--- src/rtl/mr_ldst_pipe.sv ---
// mr_ldst_pipe: pipelined load/store unit driving a pipelined Wishbone B4 master with an in-order metadata FIFO.
// Optional MR_LDST_MISALIGN_TRAP_EN: misaligned H/W requests fault instead of being address-masked.
module mr_ldst_pipe #(
  parameter int XLEN            = 32,
  parameter int REGSEL_BITS     = 5,
  parameter int MAX_OUTSTANDING = 4
) (
  input  logic                   clk,
  input  logic                   reset,
  input  logic [1:0]             ex_op_i,
  input  logic [1:0]             ex_size_i,
  input  logic                   ex_signed_i,
  input  logic [XLEN-1:0]        ex_addr_i,
  input  logic [XLEN-1:0]        ex_payload_i,
  input  logic [REGSEL_BITS-1:0] ex_dst_reg_i,
  input  logic                   ex_valid_i,
  output logic                   ex_ready_o,
  output logic                   wb_write_o,
  output logic [XLEN-1:0]        wb_payload_o,
  output logic [REGSEL_BITS-1:0] wb_dst_reg_o,
  output logic                   fault_o,
  output logic [XLEN-1:0]        fault_addr_o,
  output logic [XLEN-3:0]        addr_o,
  output logic                   we_o,
  output logic [XLEN/8-1:0]      sel_o,
  output logic [XLEN-1:0]        dat_o,
  output logic                   stb_o,
  output logic                   cyc_o,
  input  logic                   ack_i,
  input  logic                   err_i,
  input  logic                   stall_i,
  input  logic [XLEN-1:0]        dat_i
);
  localparam int NB = XLEN / 8;
  localparam int LB = $clog2(NB);
  localparam int PW = $clog2(MAX_OUTSTANDING);
  localparam int CW = PW + 1;
  typedef struct packed {
    logic [XLEN-1:0]        addr;
    logic [1:0]             size;
    logic                   sgn;
    logic [REGSEL_BITS-1:0] dst;
    logic [LB-1:0]          lane;
    logic                   ld;
  } meta_t;
  meta_t                  fifo_q [MAX_OUTSTANDING];
  meta_t                  head, push_meta;
  logic [PW-1:0]          wr_q, rd_q, wr_d, rd_d;
  logic [CW-1:0]          count_q, count_d;
  logic                   stb_q, cyc_q, we_q, wb_write_q, fault_q;
  logic                   stb_d, cyc_d, wb_write_d, fault_d;
  logic [NB-1:0]          sel_q, sel_d;
  logic [XLEN-1:0]        dat_q, dat_d, wb_payload_q, fault_addr_q, sh, ld_val;
  logic [XLEN-3:0]        addr_q;
  logic [REGSEL_BITS-1:0] wb_dst_q;
  logic [LB-1:0]          lane;
  logic                   is_mem, sz_b, sz_h, mis, accept, push, pop, err_v, none_acc;
  assign is_mem = (ex_op_i == 2'd1) || (ex_op_i == 2'd2);
  assign sz_b   = ex_size_i == 2'd0;
  assign sz_h   = ex_size_i == 2'd1;
  assign lane   = sz_b ? ex_addr_i[LB-1:0] : sz_h ? {ex_addr_i[LB-1:1], 1'b0} : '0;
`ifdef MR_LDST_MISALIGN_TRAP_EN
  // Misaligned exactly when size masking would have changed the lane.
  assign mis = is_mem && (ex_addr_i[LB-1:0] != lane);
`else
  assign mis = 1'b0;
`endif
  // NONE ops wait for an idle bus so their writeback cannot overtake pending loads.
  assign ex_ready_o = !reset && (!stb_q || !stall_i) && (count_q < CW'(MAX_OUTSTANDING))
                      && (is_mem || (count_q == '0 && !stb_q));
  assign accept    = ex_valid_i && ex_ready_o;
  assign push      = accept && is_mem && !mis;
  assign none_acc  = accept && !is_mem;
  assign err_v     = err_i && (count_q != '0);
  assign pop       = ack_i && (count_q != '0) && !err_v;
  assign head      = fifo_q[rd_q];
  assign push_meta = {ex_addr_i, ex_size_i, ex_signed_i, ex_dst_reg_i, lane, ex_op_i == 2'd1};
  always_comb begin
    sel_d      = sz_b ? NB'(1) << lane : sz_h ? NB'(3) << lane : '1;
    dat_d      = sz_b ? {NB{ex_payload_i[7:0]}} : sz_h ? {(NB/2){ex_payload_i[15:0]}} : ex_payload_i;
    sh         = dat_i >> {head.lane, 3'b000};
    ld_val     = head.size == 2'd0 ? {{(XLEN-8){head.sgn & sh[7]}}, sh[7:0]}
               : head.size == 2'd1 ? {{(XLEN-16){head.sgn & sh[15]}}, sh[15:0]} : sh;
    count_d    = err_v ? '0 : count_q + CW'(push) - CW'(pop);
    wr_d       = err_v ? '0 : wr_q + PW'(push);
    rd_d       = err_v ? '0 : rd_q + PW'(pop);
    stb_d      = !err_v && (push || (stb_q && stall_i));
    cyc_d      = !err_v && (count_d != '0);
    wb_write_d = !err_v && ((pop && head.ld) || none_acc);
    fault_d    = err_v || (accept && mis);
  end
  always_ff @(posedge clk) begin
    if (reset) begin
      stb_q      <= 1'b0;
      cyc_q      <= 1'b0;
      we_q       <= 1'b0;
      sel_q      <= '0;
      wb_write_q <= 1'b0;
      fault_q    <= 1'b0;
      count_q    <= '0;
      wr_q       <= '0;
      rd_q       <= '0;
    end else begin
      stb_q      <= stb_d;
      cyc_q      <= cyc_d;
      wb_write_q <= wb_write_d;
      fault_q    <= fault_d;
      count_q    <= count_d;
      wr_q       <= wr_d;
      rd_q       <= rd_d;
      if (push) begin
        we_q  <= ex_op_i == 2'd2;
        sel_q <= sel_d;
      end
    end
  end
  always_ff @(posedge clk) begin
    if (push) begin
      addr_q       <= ex_addr_i[XLEN-1:2];
      dat_q        <= dat_d;
      fifo_q[wr_q] <= push_meta;
    end
    wb_payload_q <= none_acc ? ex_addr_i : ld_val;
    wb_dst_q     <= none_acc ? ex_dst_reg_i : head.dst;
    fault_addr_q <= err_v ? head.addr : ex_addr_i;
  end
  assign stb_o        = stb_q;
  assign cyc_o        = cyc_q;
  assign we_o         = we_q;
  assign sel_o        = sel_q;
  assign dat_o        = dat_q;
  assign addr_o       = addr_q;
  assign wb_write_o   = wb_write_q;
  assign wb_payload_o = wb_payload_q;
  assign wb_dst_reg_o = wb_dst_q;
  assign fault_o      = fault_q;
  assign fault_addr_o = fault_addr_q;
endmodule
--- config.mk ---
export PLATFORM = sky130hd
export DESIGN_NAME = mr_ldst_pipe
export DESIGN_NICKNAME = d
export VERILOG_FILES = /design/src/rtl/mr_ldst_pipe.sv
export SDC_FILE = /design/constraint.sdc
export NUM_CORES = 1
export LEC_CHECK = 0
export CORE_ASPECT_RATIO = 1.4
export CORE_UTILIZATION = 46
export CTS_CLUSTER_SIZE = 10
export DETAILED_ROUTE_END_ITERATION = 6
export GPL_TIMING_DRIVEN = 0
export PLACE_DENSITY_LB_ADDON = 0.15
export SETUP_SLACK_MARGIN = 0.05
export SLEW_MARGIN = 30
export SYNTH_ARGS = -nofsm -noshare
export SYNTH_HDL_FRONTEND = slang
export SYNTH_SLANG_ARGS = --single-unit
--- constraint.sdc ---
create_clock -name clk -period 5.65 [get_ports clk]
set_input_delay 1.13 -clock clk [delete_from_list [all_inputs] [get_ports clk]]
set_output_delay 1.13 -clock clk [all_outputs]
set_load 0.03 [all_outputs]
==> results.json <==
{
  "cp.arrival_ns": 2.96,
  "syn_nets": 783,
  "nNetsFinal": 1091,
  "synthFlopType": "edfxtp_1",
  "viasPerCell": 5.34,
  "num_io_pins": 253,
  "grt_max_degree": 46,
  "fmaxAchievable_mhz": 245,
  "critPathMaxFanout": 2,
  "fin_skew_ns": 0.0156,
  "power_leakage_nw": 5.65,
  "clock_sinks": 319,
  "async_flop_share": 0,
  "synth.area.top_cells": "edfxtp_1 (59%), dfxtp_1 (14%), mux4_2 (8.1%)",
  "dpl_cell_area_um2": 15100,
  "hold_class": "register to register",
  "maxSlewViolCount": 0,
  "dp_slack_ns": 1.40,
  "cts_setup_buffers": 0,
  "htreeDepth": 2,
  "initial_core_util": 0.469,
  "ys_seq_area_frac": 0.731,
  "worstSetupPathType": "primary input to output port",
  "worst_pin_slew_ns": 0.867,
  "violations": "design-rule violations",
  "drt_iter0_markers": 423,
  "wire_per_inst_um": 21.4,
  "cts_buffers": 38,
  "clk_latency_ns": 0.51,
  "layoutNonFillerInstCount": 1319,
  "antenna_found_initial": 5,
  "status": "finished with violations",
  "synth_top_area_cell": "edfxtp_1",
  "finalSetupTns_ns": 0,
  "rsz0062_at_grt": "no",
  "cp.required_ns": 4.52,
  "grt_first_pass_wirelength_um": 43700,
  "path_buf_inv": 3,
  "dp_cells": 1247,
  "worstPathCellList": "clkdlybuf4s50_1 > inv_1 > ha_1 > a21oi_1 > o21a_1 > clkdlybuf4s50_1",
  "path_clk_slew_ns": 0.05,
  "cts_tree": "yes",
  "multiInputGateArea_um2": 3030,
  "fin_crit_sh": 0.723,
  "layout_common_cells": "clkdlybuf4s50_1 (251), edfxtp_1 (234), dfxtp_1 (85)",
  "rrSetupSlack_ns": 2.91,
  "hold_viol": 0,
  "slew_headroom": 0.422,
  "setup_viol": 0,
  "area_growth_pct": 35.7,
  "drc": 80,
  "detailroute.via_count": 7047,
  "cts_resized": 0,
  "worst_path_most_repeated_cell": "clkdlybuf4s50_1",
  "cts-hold-fix-buffers": 0,
  "antenna_left": 0,
  "postSynthAreaPerCell_um2": 18.1,
  "port_buffers": 251,
  "fp.dieArea_um2": 26600,
  "final_common_cell": "clkdlybuf4s50_1",
  "die_w_um": 138,
  "end_kind": "output port",
  "num_rows": 69,
  "power_per_cell_area_nw_per_um2": 401,
  "start_kind": "primary input",
  "layout_setup_ws_ns": 1.56,
  "cts_buffer_depth": 3,
  "yosys_warnings": 0,
  "synth_top_area_frac": 0.589,
  "cpPeakStageDelay_ns": 0.66,
  "fin_area_um2": 16200,
  "drt-total-wl_um": 28300,
  "synth.cell_area_um2": 11900,
  "vdd_drop_max_mv": 0.279,
  "crit_family": "buffers and inverters",
  "design.core.area_um2": 25500,
  "drv_cap": 0,
  "fin_util": 0.636,
  "synth-edff-count": 234,
  "final_layout_size_suffix_gt1_frac": 0.179,
  "fillers": 1877,
  "yosysUniqueCellTypes": 42,
  "grt_use_total": 0.220,
  "dp_hpwl_um": 20000,
  "place.gp.congestion": 0.837,
  "period_needed_ns": 4.09,
  "overflow": 0,
  "regArea_um2": 8730,
  "die-height_um": 193,
  "crit_path_top_delay_cell": "clkdlybuf4s50_1",
  "root_buffer": "clkbuf_16",
  "grt_pass1_vias": 7476,
  "synth_cells": 660,
  "ys_ff_latch": 319,
  "firstDrtPassIters": 7
}
[flip-flops by register name, indices dropped and copies added, names as in the netlist, 3 cells and up]
signal	count
fault_addr_o	32
wb_payload_o	32
wb_dst_reg_o	5
dat_o	32
fifo_q	172
addr_o	30
count_q	3
sel_o	4
[stage by stage]
stage	hold WS [ns]	power (W)
global route	0.497	0.00674
detailed placement	0.456	0.00439
floorplan	0.524	0.00373
finish	0.463	0.00650
global placement	0.455	0.00438
CTS	0.468	0.00656
[layout make-up]
class                      count  share of cell area
inverter                       9             0.00239
multi-input combinational    296               0.187
clock inverter                 2             0.00108
sequential                   319               0.539
timing repair buffer         268               0.168
antenna                        3            0.000463
tap                          319              0.0246
buffer                        36              0.0103
clock buffer                  67              0.0673
[final timing paths]
check             start                to  cells past startpoint
max          ex_op_i[0]        ex_ready_o                      6
min                we_o              we_o                      2
max reg2reg     rd_q[0]  wb_payload_o[24]                      7
min reg2reg        we_o              we_o                      2
[cell usage after synthesis, drive strengths merged (2+ instances only)]
cell and instances:
a2111oi 2, a211o 8, a211oi 7, a21oi 13, a221o 8, a22oi 8, and2 2, buf 13
clkbuf 23, dfxtp 85, edfxtp 234, ha 10, inv 8, mux2 61, mux2i 26, mux4 43
nand2 22, nand2b 3, nor2 27, nor2b 11, nor3 9, nor3b 3, nor4 2, o21ai 9
o2bb2ai 8, xnor2 4
[routing by layer]
| layer | up-vias | track usage | share of wire |
|---|---|---|---|
| met3 | 46 | 0.0605 | 0.077 |
| met1 | 3516 | 0.269 | 0.40 |
| met5 | - | 0 | 0.00096 |
| met2 | 271 | 0.380 | 0.50 |
| met4 | 4 | 0.0735 | 0.023 |
| li1 | 3210 | - | - |
[logic make-up after synthesis]
| group | Yosys count | share of synthesized area |
|---|---|---|
| flip-flops | 319 | 0.731 |
| XOR/XNOR | 5 | 0.00367 |
| AND/OR/NAND/NOR | 84 | 0.0337 |
| buffers and inverters | 45 | 0.0166 |
| AO/OA/AOI/OAI | 66 | 0.0421 |
| adder cells (fa/ha/maj) | 11 | 0.0122 |
| multiplexers | 130 | 0.160 |
[worst register-to-register path, delay by kind of cell (launching register included)]
family / cells / cell delay [ns]
AND/OR/NAND/NOR: 2 / 1.02
buffers and inverters: 3 / 0.54
multiplexers: 1 / 0.51
flip-flops: 1 / 0.34
AO/OA/AOI/OAI: 1 / 0.27
[report_power, final]
part / internal, W / leakage, nW / switching (W)
registers: 0.00274 / 2.83 / 0.0000728
logic: 0.000678 / 2.29 / 0.000842
clock network: 0.00130 / 0.529 / 0.000866
(Power assumes the default switching activity.)
